## src/rtl/cell_reveal_engine.sv

```systemverilog
// Minesweeper dig / flood-fill engine: maintains the revealed mask, the reveal count and game over / win.
// Optional per-cell flagging is compiled in when CELL_FLAG_EN is defined.
module cell_reveal_engine #(
  parameter int         N         = 8,
  parameter logic [3:0] BOMB_CODE = 4'd9
) (
  input  logic                 clk,
  input  logic                 rst,
  input  logic [4*N*N-1:0]     cell_val,
  input  logic [5:0]           num_bombs,
  input  logic [$clog2(N)-1:0] pos_x,
  input  logic [$clog2(N)-1:0] pos_y,
  input  logic                 dig,
  input  logic                 new_game,
`ifdef CELL_FLAG_EN
  input  logic                 flag,
  output logic [N*N-1:0]       flagged,
`endif
  output logic [N*N-1:0]       revealed,
  output logic [6:0]           rev_count,
  output logic                 busy,
  output logic                 done,
  output logic                 game_over,
  output logic                 win
);

  // state | meaning
  // IDLE  | waiting for a dig (or a flag toggle)
  // CHECK | evaluate the dug cell itself
  // POP   | take the next zero cell off the stack, or finish when empty
  // SCAN  | visit one neighbour of cur per cycle, dir 0..7 = N,NE,E,SE,S,SW,W,NW
  // FIN   | dig complete; done and win are registered on the way out

  localparam int IW  = $clog2(N);
  localparam int XW  = 2 * IW;
  localparam int NN  = N * N;
  localparam int SPW = $clog2(NN + 1);
  localparam logic [IW+1:0] ONE = (IW+2)'(1);
  localparam logic [IW+1:0] NEG = '1;

  typedef enum logic [2:0] {IDLE, CHECK, POP, SCAN, FIN} state_t;

  state_t          state, nxt;
  logic [XW-1:0]   idx, cur, tidx, nidx, pidx, top_idx;
  logic [2:0]      dir;
  logic [SPW-1:0]  sp;
  logic [IW+1:0]   dx, dy, nx, ny;
  logic [3:0]      tval;
  logic [NN-1:0]   flag_mask;
  logic            inb, t_free, t_bomb, t_zero, accept, win_hit;
  logic            set_bit, inc_cnt, push, pop, set_go;
  logic [XW-1:0]   stack [NN];

  assign pidx    = {pos_y, pos_x};
  assign busy    = (state != IDLE);
  assign top_idx = XW'(sp - SPW'(1));
  assign win_hit = (rev_count == (7'(NN) - {1'b0, num_bombs})) && !game_over;

`ifdef CELL_FLAG_EN
  assign flag_mask = flagged;
`else
  assign flag_mask = '0;
`endif

  always_ff @(posedge clk or negedge rst) begin
    if (!rst)          state <= IDLE;
    else if (new_game) state <= IDLE;
    else               state <= nxt;
  end

  always_comb begin
    nxt     = state;
    set_bit = 1'b0;
    inc_cnt = 1'b0;
    push    = 1'b0;
    pop     = 1'b0;
    set_go  = 1'b0;
    dx      = '0;
    dy      = '0;
    case (dir)
      3'd0: dy = NEG;
      3'd1: begin dx = ONE; dy = NEG; end
      3'd2: dx = ONE;
      3'd3: begin dx = ONE; dy = ONE; end
      3'd4: dy = ONE;
      3'd5: begin dx = NEG; dy = ONE; end
      3'd6: dx = NEG;
      default: begin dx = NEG; dy = NEG; end
    endcase
    // Two guard bits catch both -1 and N without any wrap onto the next row.
    nx     = {2'b00, cur[IW-1:0]} + dx;
    ny     = {2'b00, cur[XW-1:IW]} + dy;
    inb    = (nx[IW+1:IW] == 2'b00) && (ny[IW+1:IW] == 2'b00);
    nidx   = {ny[IW-1:0], nx[IW-1:0]};
    tidx   = (state == SCAN) ? nidx : idx;
    tval   = cell_val[{tidx, 2'b00} +: 4];
    t_bomb = (tval == BOMB_CODE);
    t_zero = (tval == 4'd0);
    t_free = !revealed[tidx] && !flag_mask[tidx];
    accept = dig && !game_over && !win;
    case (state)
      IDLE: if (accept) nxt = CHECK;
      CHECK: begin
        if (!t_free) begin
          nxt = FIN;
        end else if (t_bomb) begin
          set_bit = 1'b1;
          set_go  = 1'b1;
          nxt     = FIN;
        end else begin
          set_bit = 1'b1;
          inc_cnt = 1'b1;
          push    = t_zero;
          nxt     = POP;
        end
      end
      POP: begin
        if (sp == '0) begin
          nxt = FIN;
        end else begin
          pop = 1'b1;
          nxt = SCAN;
        end
      end
      SCAN: begin
        if (inb && t_free && !t_bomb) begin
          set_bit = 1'b1;
          inc_cnt = 1'b1;
          push    = t_zero;
        end
        if (dir == 3'd7) nxt = POP;
      end
      FIN:     nxt = IDLE;
      default: nxt = IDLE;
    endcase
  end

  always_ff @(posedge clk or negedge rst) begin
    if (!rst) begin
      revealed  <= '0;
      rev_count <= '0;
      done      <= 1'b0;
      game_over <= 1'b0;
      win       <= 1'b0;
      sp        <= '0;
      idx       <= '0;
      cur       <= '0;
      dir       <= '0;
    end else if (new_game) begin
      revealed  <= '0;
      rev_count <= '0;
      done      <= 1'b0;
      game_over <= 1'b0;
      win       <= 1'b0;
      sp        <= '0;
      idx       <= '0;
      cur       <= '0;
      dir       <= '0;
    end else begin
      done <= (state == FIN);
      if (state == IDLE && accept) idx <= pidx;
      if (state == POP)       dir <= '0;
      else if (state == SCAN) dir <= dir + 3'd1;
      if (set_bit) revealed[tidx] <= 1'b1;
      if (inc_cnt) rev_count <= rev_count + 7'd1;
      if (set_go)  game_over <= 1'b1;
      if (push) begin
        sp <= sp + SPW'(1);
      end else if (pop) begin
        sp  <= sp - SPW'(1);
        cur <= stack[top_idx];
      end
      if (state == FIN && win_hit) win <= 1'b1;
    end
  end

  // Each cell is marked revealed in the same cycle it is pushed, so depth NN is never exceeded.
  always_ff @(posedge clk) begin
    if (push) stack[sp[XW-1:0]] <= tidx;
  end

`ifdef CELL_FLAG_EN
  always_ff @(posedge clk or negedge rst) begin
    if (!rst)
      flagged <= '0;
    else if (new_game)
      flagged <= '0;
    else if (state == IDLE && flag && !dig && !revealed[pidx])
      flagged[pidx] <= !flagged[pidx];
  end
`endif

endmodule

```

## config.mk

```make
export PLATFORM = sky130hd
export DESIGN_NAME = cell_reveal_engine
export DESIGN_NICKNAME = d
export VERILOG_FILES = /design/src/rtl/cell_reveal_engine.sv
export SDC_FILE = /design/constraint.sdc
export NUM_CORES = 1
export LEC_CHECK = 0
export BUFFER_PORTS_ARGS = -buffer_cell sky130_fd_sc_hd__buf_2
export CAP_MARGIN = 20
export CORE_ASPECT_RATIO = 0.9
export CORE_UTILIZATION = 52
export CTS_BUF_LIST = sky130_fd_sc_hd__clkbuf_16
export DETAILED_ROUTE_END_ITERATION = 10
export PLACE_DENSITY = 0.82
export SYNTH_ARGS = -nofsm -noshare
export SYNTH_HDL_FRONTEND = slang
export SYNTH_SLANG_ARGS = --single-unit
```

## constraint.sdc

```tcl
create_clock -name clk -period 5.75 [get_ports clk]
set_clock_uncertainty 0.2 [all_clocks]
set_input_delay 0.2875 -clock clk [delete_from_list [all_inputs] [get_ports clk]]
set_output_delay 0.2875 -clock clk [all_outputs]
set_load 0.05 [all_outputs]
```

==> results of run 1 <==
-- logic make-up (layout without fill, tap and decap cells) --
logic type      after synthesis  after routing  synth area share, %
compound gates              273            273                 8.04
xor+xnor                     14             14                0.514
fa+ha+maj                    19             19                 1.03
buf+inv                     223            652                 3.78
flops                       483            483                 58.7
mux                         276            276                 18.6
simple gates                456            456                 9.30
-- flip-flops by register name, indices dropped and copies added (netlist names) --
| register | flops |
|---|---|
| stack | 384 |
| revealed | 64 |
| rev_count | 7 |
| sp | 7 |
| cur | 6 |
| idx | 6 |
| dir | 3 |
| state | 3 |
| done | 1 |
| game_over | 1 |
| win | 1 |
-- cell type report --
class                   instances  area share (%)
clock inverters                41            1.02
well taps                     608            2.67
repair buffers                465            9.59
multi-input cells            1038            31.8
flip-flops and latches        483            49.2
clock buffers                  51            4.48
inverters                      95            1.26
-- worst register-to-register path: cells and delay by family, from the launching register on --
kind / cells / cell delay (ns)
xor gates and xnor gates: 1 / 0.16
adders and majority gates: 3 / 0.91
AOI/OAI and AO/OA: 2 / 0.49
muxes: 1 / 0.11
and+or+nand+nor: 8 / 2.30
buffers and inverters: 3 / 0.68
DFF: 1 / 0.44
-- worst max path at each step --
| stage | to |
|---|---|
| after CTS | stack[20][4]$_DFFE_PP_ |
| after floorplan | stack[63][0]$_DFFE_PP_ |
| after detailed placement | stack[57][0]$_DFFE_PP_ |
| after global routing | stack[38][4]$_DFFE_PP_ |
| final | stack[30][2]$_DFFE_PP_ |
| after global placement | stack[1][5]$_DFFE_PP_ |
-- power by group through the flow --
stage | Clock [uW] | Combinational [uW] | Sequential (uW)
floorplan | 0 | 984 | 4030
global placement | 0 | 1620 | 4020
detailed placement | 0 | 1640 | 4020
CTS | 3110 | 1680 | 3950
global route | 3250 | 1810 | 3960
finish | 3090 | 1730 | 3960
-- layout by cell type, fill, tap and decap left out, drive strengths merged, types with 7 or more instances in the layout --
cell         instances
a211oi              35
a21oi               46
a31oi               21
a32oi               12
and2                11
and3                 8
and4b                7
buf                451
clkbuf              51
clkinv              21
dfrtp               99
dlygate4sd3         14
edfxtp             384
ha                  18
inv                112
mux2                15
mux2i              130
mux4               131
nand2              193
nand2b              10
nand3               37
nand4               11
nor2                81
nor2b               19
nor3                30
nor3b                7
nor4                13
o211ai              13
o21ai               10
o22ai               71
or3                 10
xnor2               13
-- metal layers --
| layer | vias to the layer above | track usage [%] | part of all wire, % |
|---|---|---|---|
| li1 | 7526 | - | - |
| met1 | 8914 | 44.1 | 38 |
| met2 | 1307 | 50.3 | 47 |
| met5 | - | 0 | 0.030 |
| met4 | 4 | 12.0 | 3.9 |
| met3 | 205 | 8.99 | 12 |
-- what timing repair did --
action	4_1_cts	5_1_grt
gates resized for setup	0	26
buffers inserted	0	0
setup endpoints to repair	0	258
hold buffers	14	0
hold endpoints to repair	84	0
-- through the flow --
stage                     hold WS [ns]  cell area, sq um
after global placement           0.240             26700
after detailed placement         0.254             26700
final                           0.0276             28500
after floorplan                 -0.208             23900
after global routing            0.0925             28500
after CTS                       0.0114             28400
==> results.tsv, run 1 <==
metric	value	unit
setup_tns	0	ns
vias_per_cell	6.46	
p_int	6280	uW
synth_edf_count	384	
finalSetupViolCount	0	
first_global_vias	17600	
fmax	178	MHz
p_comb_share	19.7	%
clockBufferDepth	3	
switching_share	28.4	%
antenna_found_initial	2	
syn-num-nets	2035	
ioPinCount	347	
clk_pin_slew_worst_paths	0.06	ns
synthCells	1744	
antennaDiodeCount	0	
synth_area_leaders	edfxtp_1 (48%), mux4_2 (12%), dfrtp_1 (10%), mux2i_1 (5.4%), nand2_1 (3.0%)	
p_switching	2490	uW
vias	18000	
synth_seq_area_share	58.7	%
r2r-end	stack[30][2]$_DFFE_PP_	
critPathMaxStageDelay	0.66	ns
critPathBufInv	3	
p_clk_share	35.2	%
crit_arrival	5.66	ns
layoutNonFillerInstCount	2781	
cp-startpoint	dir[0]$_DFFE_PN0P_	
critPathSlowestCell	or4_1	
core	45300	sq um
path_cells	ha_1 -> ha_1 -> nor2_1 -> nand2_1 -> xnor2_1 -> ha_1 -> mux2i_4 -> buf_4 -> nor2_2 -> buf_4 -> a32oi_1 -> and3_1 -> or4_1 -> a221oi_4 -> nand3b_4 -> buf_4 -> nor4_4 -> nor2b_1	
die_h	205	um
grtUsageTotal	32.5	%
drive_gt1_share	33.1	%
p_seq_share	45.1	%
relSlewSlack	35.0	%
peakVddDrop	282	uV
power_density	308	nW/um^2
dp.cells	2673	
p_leak	0.0107	uW
fillerInstances	3215	
hold_depth	6	
dp_hpwl	53200	um
ys_ff_latch	483	
power	8780	uW
ys_warn_count	0	
multi_input_area	9060	sq um
grt_overflow_total	0	
synth_top_area_share	48.3	%
htreeDepth	2	
hold_path_class	in2reg	
cts_tree	yes	
min_to	win$_DFFE_PN0P_	
reg2reg_from	dir[0]$_DFFE_PN0P_	
start_kind	flip-flop	
finalCriticalPeriod	5.63	ns
async_flop_share	20.5	%
syn-cell-area	23900	sq um
crit_required	5.78	ns
gp_congestion	1.03	
synthFlopType	edfxtp_1	
wire_per_inst	27.6	um
outcome	complete, no violations	
clock-sinks	483	
period_share	98.0	%
nets	2423	
cp-end-kind	flip-flop	
die_w	228	um
slew_viol_final	0	
path_delay_family	simple AND/OR/NAND/NOR gates	
drt_wl_total	76700	um
ant_nets	0	
area_delta_synth_final	19.5	%
path_class	reg2reg	
synth_largest_area_cell	edfxtp_1	
rrSetupSlack	0.12	ns
grt_max_degree	74	
io_buffers	346	
ctsRootBufferMaster	clkbuf_16	
worstHoldStart	num_bombs[0]	
path_depth	18	
rows	74	
worst-slew-pin-transition	0.968	ns
grt_pass1_wl	113000	um
hold_viol	0	
clk_latency	0.60	ns
start_util	52.7	%
synth.most_common_cell	edfxtp_1	
die_area	46700	sq um
maxCapViolCount	0	
cp_max_fo	25	
drt-pass1-iter-count	6	
reg2reg_depth	18	
drc	0	
ys_types	82	
numCtsBuffers	49	
fin_util	62.9	%
synth.avg_cell_area	13.7	sq um
ys_top_cells_by_count	edfxtp_1 (384), nand2_1 (193), mux4_2 (131)	
seq_area	14000	sq um
setup_slack	0.117	ns
place_ws	0.124	ns
drt_iter0_markers	2397	
(Power assumes the default switching activity.)
==> run 2: changes to the inputs <==
--- a/config.mk
+++ b/config.mk
@@ -9,8 +9,8 @@
 export CAP_MARGIN = 20
 export CORE_ASPECT_RATIO = 0.9
 export CORE_UTILIZATION = 52
-export CTS_BUF_LIST = sky130_fd_sc_hd__clkbuf_16
 export DETAILED_ROUTE_END_ITERATION = 10
+export GPL_TIMING_DRIVEN = 0
 export PLACE_DENSITY = 0.82
 export SYNTH_ARGS = -nofsm -noshare
 export SYNTH_HDL_FRONTEND = slang
==> run 2 against run 1 <==
  * Wire length rose by 8.9%
  * Clock power rose by 8.7%
  * Critical path depth rose by 3
  * Critical path type unchanged
  * Combinational power rose by 9%
  * Utilization rose by 1.7 points
  * Hold slack got worse by 0.014 ns
  * Die area did not move
  * Power rose by 4.5%
==> results.tsv, run 2 (synthesis gave the netlist of run 1 again) <==
metric	value	unit
worstHoldStart	num_bombs[0]	
die_h	205	um
relSlewSlack	23.2	%
gp_congestion	1.06	
start_util	52.7	%
path_delay_family	simple AND/OR/NAND/NOR gates	
multi_input_area	9590	sq um
setup_slack	0.0473	ns
antenna_found_initial	3	
outcome	complete, no violations	
rows	74	
crit_arrival	5.78	ns
largest_reg_flops	384	
hold_depth	6	
nets	2475	
peakVddDrop	222	uV
vias_per_cell	6.73	
fmax	175	MHz
reg2reg_from	dir[0]$_DFFE_PN0P_	
die_area	46700	sq um
grtUsageTotal	35.0	%
p_leak	0.0107	uW
finalCriticalPeriod	5.70	ns
htreeDepth	2	
slew_viol_final	0	
hold_viol	0	
seq_area	14000	sq um
fin_util	64.7	%
critPathBufInv	9	
r2r-end	stack[54][0]$_DFFE_PP_	
critPathMaxStageDelay	0.47	ns
drt-pass1-iter-count	6	
hold_path_class	in2reg	
dp_hpwl	57200	um
vias	19100	
area_delta_synth_final	22.7	%
grt_pass1_wl	119000	um
layout_commonest_cell	edfxtp_1	
drive_gt1_share	34.7	%
path_cells	inv_2 -> ha_1 -> inv_1 -> ha_1 -> buf_2 -> and4b_1 -> a21oi_4 -> buf_4 -> buf_2 -> buf_2 -> buf_1 -> nand2_1 -> a31oi_1 -> o211ai_1 -> nand4_1 -> a221oi_4 -> nand3b_4 -> buf_6 -> nor4_4 -> buf_6 -> and4b_2	
cts_tree	yes	
ioPinCount	347	
power_density	313	nW/um^2
start_kind	flip-flop	
clk_pin_slew_worst_paths	0.06	ns
crit_top_cell	buf_2	
wire_per_inst	29.5	um
die_w	228	um
final_cell_mix	edfxtp_1 (384), buf_2 (379), nand2_1 (191)	
grt_overflow_total	0	
cp-end-kind	flip-flop	
numCtsBuffers	48	
critPathSlowestCell	dfrtp_2	
crit_required	5.83	ns
worst-slew-pin-transition	1.14	ns
setup_tns	0	ns
ctsRootBufferMaster	clkbuf_16	
clk_latency	0.60	ns
finalSetupViolCount	0	
maxCapViolCount	0	
drt_iter0_markers	3029	
cp_max_fo	10	
min_to	win$_DFFE_PN0P_	
reg2reg_depth	21	
core	45300	sq um
drc	0	
clockBufferDepth	3	
place_ws	-1.57	ns
period_share	99.2	%
fillerInstances	3075	
ant_nets	0	
io_buffers	346	
grt_max_degree	76	
path_class	reg2reg	
drt_wl_total	83500	um
holdWs	0.0134	ns
first_global_vias	18200	
clock-sinks	483	
rrSetupSlack	0.05	ns
-- run 2: how the worst max path moves through the flow --
stage	from	endpoint	slack, ns	cells past startpoint
final	dir[0]$_DFFE_PN0P_	stack[54][0]$_DFFE_PP_	0.05	21
after global routing	dir[1]$_DFFE_PN0P_	stack[54][5]$_DFFE_PP_	-0.0004	21
after CTS	dir[0]$_DFFE_PN0P_	stack[9][4]$_DFFE_PP_	-0.03	19
after detailed placement	dir[0]$_DFFE_PN0P_	stack[28][2]$_DFFE_PP_	-1.57	19
after global placement	dir[0]$_DFFE_PN0P_	stack[28][3]$_DFFE_PP_	-2.71	17
after floorplan	dir[0]$_DFFE_PN0P_	stack[63][0]$_DFFE_PP_	0.08	17
-- run 2: what timing repair did --
action,4_1_cts,5_1_grt
hold buffers,9,0
endpoints found under the hold margin,106,0
resized for setup,149,45
buffers inserted,17,4
pin swaps,13,9
setup endpoints to repair,461,449
-- run 2: power breakdown --
group	total, uW	switching, uW	internal (uW)
Sequential	3930	30.5	3900
Clock	3360	1370	1990
Combinational	1880	1220	663
-- run 2: stage by stage --
step,power [uW],instances,cell area [sq um]
global route,9350,2831,29300
finish,9170,2833,29300
floorplan,5020,1744,23900
detailed placement,5680,2709,26500
global placement,5640,2698,26300
CTS,9060,2821,29000
-- run 2: worst min-delay path: cells and delay by family --
kind	cells	cell delay, ns
simple gates	3	0.20
compound gates	1	0.07
xor+xnor	1	0.08
buf+inv	1	0.13
-- run 2: layout make-up --
cell class / count / area share (%)
Antenna cell: 3 / 0.0256
Buffer: 125 / 2.24
Clock buffer: 57 / 4.36
Clock inverter: 31 / 1.33
Inverter: 95 / 1.27
Multi-Input combinational cell: 1038 / 32.8
Sequential cell: 483 / 47.9
Tap cell: 608 / 2.60
Timing Repair Buffer: 393 / 7.55
-- run 2: routing by layer --
layer | vias up | part of all wire (%) | wire length (um) | GRT usage (%)
met3 | 371 | 14 | 12100 | 11.2
met4 | 2 | 5.9 | 4960 | 17.8
met2 | 1743 | 45 | 37200 | 52.2
met1 | 9298 | 35 | 29200 | 46.1
met5 | - | 0.11 | 92 | 1.46
li1 | 7658 | - | - | -
==> run 3: changes to the inputs <==
--- a/config.mk
+++ b/config.mk
@@ -11,7 +11,7 @@
 export CORE_UTILIZATION = 52
 export DETAILED_ROUTE_END_ITERATION = 10
 export GPL_TIMING_DRIVEN = 0
-export PLACE_DENSITY = 0.82
+export PLACE_DENSITY = 0.76
 export SYNTH_ARGS = -nofsm -noshare
 export SYNTH_HDL_FRONTEND = slang
 export SYNTH_SLANG_ARGS = --single-unit
==> run 3 against run 2 <==
  * Utilization shrank 0.069 points
  * Non-clock buffer count down 4
  * Via count down 3.2%
  * Fmax is 0.13% higher
  * Global-route usage barely moved
  * Clock power about the same
  * Hold slack better by 0.043 ns
  * Power about the same
  * Wire length decreased by 0.68%
  * Die area unchanged
==> results.tsv, run 3 (synthesis gave the netlist of run 1 again) <==
metric	value	unit
reg2reg_from	dir[0]$_DFFE_PN0P_	
place_ws	-1.56	ns
maxCapViolCount	0	
path_class	reg2reg	
critPathSlowestCell	or4_4	
die_h	205	um
nets	2471	
path_delay_family	simple AND/OR/NAND/NOR gates	
clk_pin_slew_worst_paths	0.06	ns
outcome	complete, no violations	
hold_path_class	in2async	
path_cells	inv_1 -> ha_1 -> nor3_1 -> o21ai_1 -> inv_1 -> fa_1 -> xnor2_1 -> mux2i_2 -> inv_2 -> nand2_2 -> nor2_1 -> a211o_1 -> or4_4 -> a221oi_4 -> nand3b_4 -> or4_1 -> buf_2 -> nor2_4	
rows	74	
peakVddDrop	308	uV
first_global_vias	18200	
clockBufferDepth	3	
grt_overflow_total	0	
cp-end-kind	flip-flop	
crit_top_cell	inv_1	
cp-startpoint	dir[0]$_DFFE_PN0P_	
drt-pass1-iter-count	6	
io_buffers	346	
power_density	314	nW/um^2
die_area	46700	sq um
htreeDepth	2	
drt_iter0_markers	2313	
dp_hpwl	58000	um
antenna_found_initial	3	
finalSetupViolCount	0	
largest_reg_flops	384	
critPathMaxStageDelay	0.48	ns
grtUsageTotal	35.0	%
drive_gt1_share	34.2	%
p_leak	0.0107	uW
setup_slack	0.0549	ns
finalCriticalPeriod	5.70	ns
critPathBufInv	4	
start_util	52.7	%
start_kind	flip-flop	
drt_wl_total	82900	um
gp_congestion	1.01	
grt_max_degree	74	
relSlewSlack	21.1	%
slew_viol_final	0	
die_w	228	um
period_share	99.0	%
crit_required	5.79	ns
clk_latency	0.57	ns
reg2reg_depth	18	
power	9180	uW
numCtsBuffers	47	
area_delta_synth_final	22.6	%
wire_per_inst	29.3	um
vias_per_cell	6.53	
ioPinCount	347	
final_cell_mix	edfxtp_1 (384), buf_2 (379), nand2_1 (190)	
core	45300	sq um
ctsRootBufferMaster	clkbuf_16	
path_depth	18	
clock-sinks	483	
cts_tree	yes	
crit_arrival	5.73	ns
layout_commonest_cell	edfxtp_1	
vias	18500	
hold_viol	0	
drc	0	
fmax	176	MHz
worst-slew-pin-transition	1.17	ns
grt_pass1_wl	120000	um
setup_tns	0	ns
ant_nets	0	
cp_max_fo	8	
[run 3: changes by cell type in the layout (fill, tap and decap cells not counted), moves of 3 or more]
cell       change
buf_4          -3
clkbuf_16      -3
buf_8          -3
clkbuf_1       +4
mux2i_2        -4
clkinv_2       -5
[run 3: path summary, 6_finish.rpt]
check	to	slack, ns
worst max register to register	stack[10][2]$_DFFE_PP_	0.05
max in group asynchronous	rev_count[0]$_DFFE_PN0P_	4.57
worst min-delay path	revealed[15]$_DFFE_PN0P_	0.06
worst max-delay path	stack[10][2]$_DFFE_PP_	0.05
min in group clk	win$_DFFE_PN0P_	0.12
worst min register to register	revealed[11]$_DFFE_PN0P_	0.36
[run 3: cell type report]
cell class | count | area (sq um)
Fill cell | 3206 | 16000
Sequential cell | 483 | 14000
Multi-Input combinational cell | 1038 | 9560
Timing Repair Buffer | 388 | 2170
Clock buffer | 61 | 1280
Tap cell | 608 | 761
Buffer | 126 | 662
Clock inverter | 26 | 400
Inverter | 95 | 385
Timing Repair inverter | 1 | 8.76
Antenna cell | 1 | 2.50
[run 3: what timing repair did]
| item | in CTS | in global routing |
|---|---|---|
| gates resized for setup | 135 | 53 |
| gates cloned | 0 | 1 |
| hold buffers | 7 | 0 |
| setup endpoints to repair | 460 | 454 |
| pin swaps | 7 | 6 |
| endpoints found under the hold margin | 105 | 0 |
| buffers inserted | 15 | 4 |
[run 3: power breakdown]
group          switching (uW)  internal, uW  total, uW
sequential               30.6          3900       3930
clock                    1330          2030       3360
combinational            1210           678       1880
total                    2570          6610       9180
[run 3: metal layers]
metal | track usage, % | up-vias | wire length (um)
met1 | 45.4 | 9133 | 30300
met2 | 55.6 | 1385 | 39200
met3 | 8.08 | 289 | 8960
met5 | 0 | - | 8
met4 | 17.9 | 2 | 4410
li1 | - | 7651 | -
[run 3: through the flow]
step	area, sq um	utilization (%)	instances	hold slack, ns
after global routing	29200	64.6	2827	0.0851
final	29200	64.6	2827	0.0563
after detailed placement	26500	58.5	2710	0.0956
after CTS	29000	63.9	2818	0.0408
after floorplan	23900	-	1744	-0.208
after global placement	26300	58.2	2698	0.329
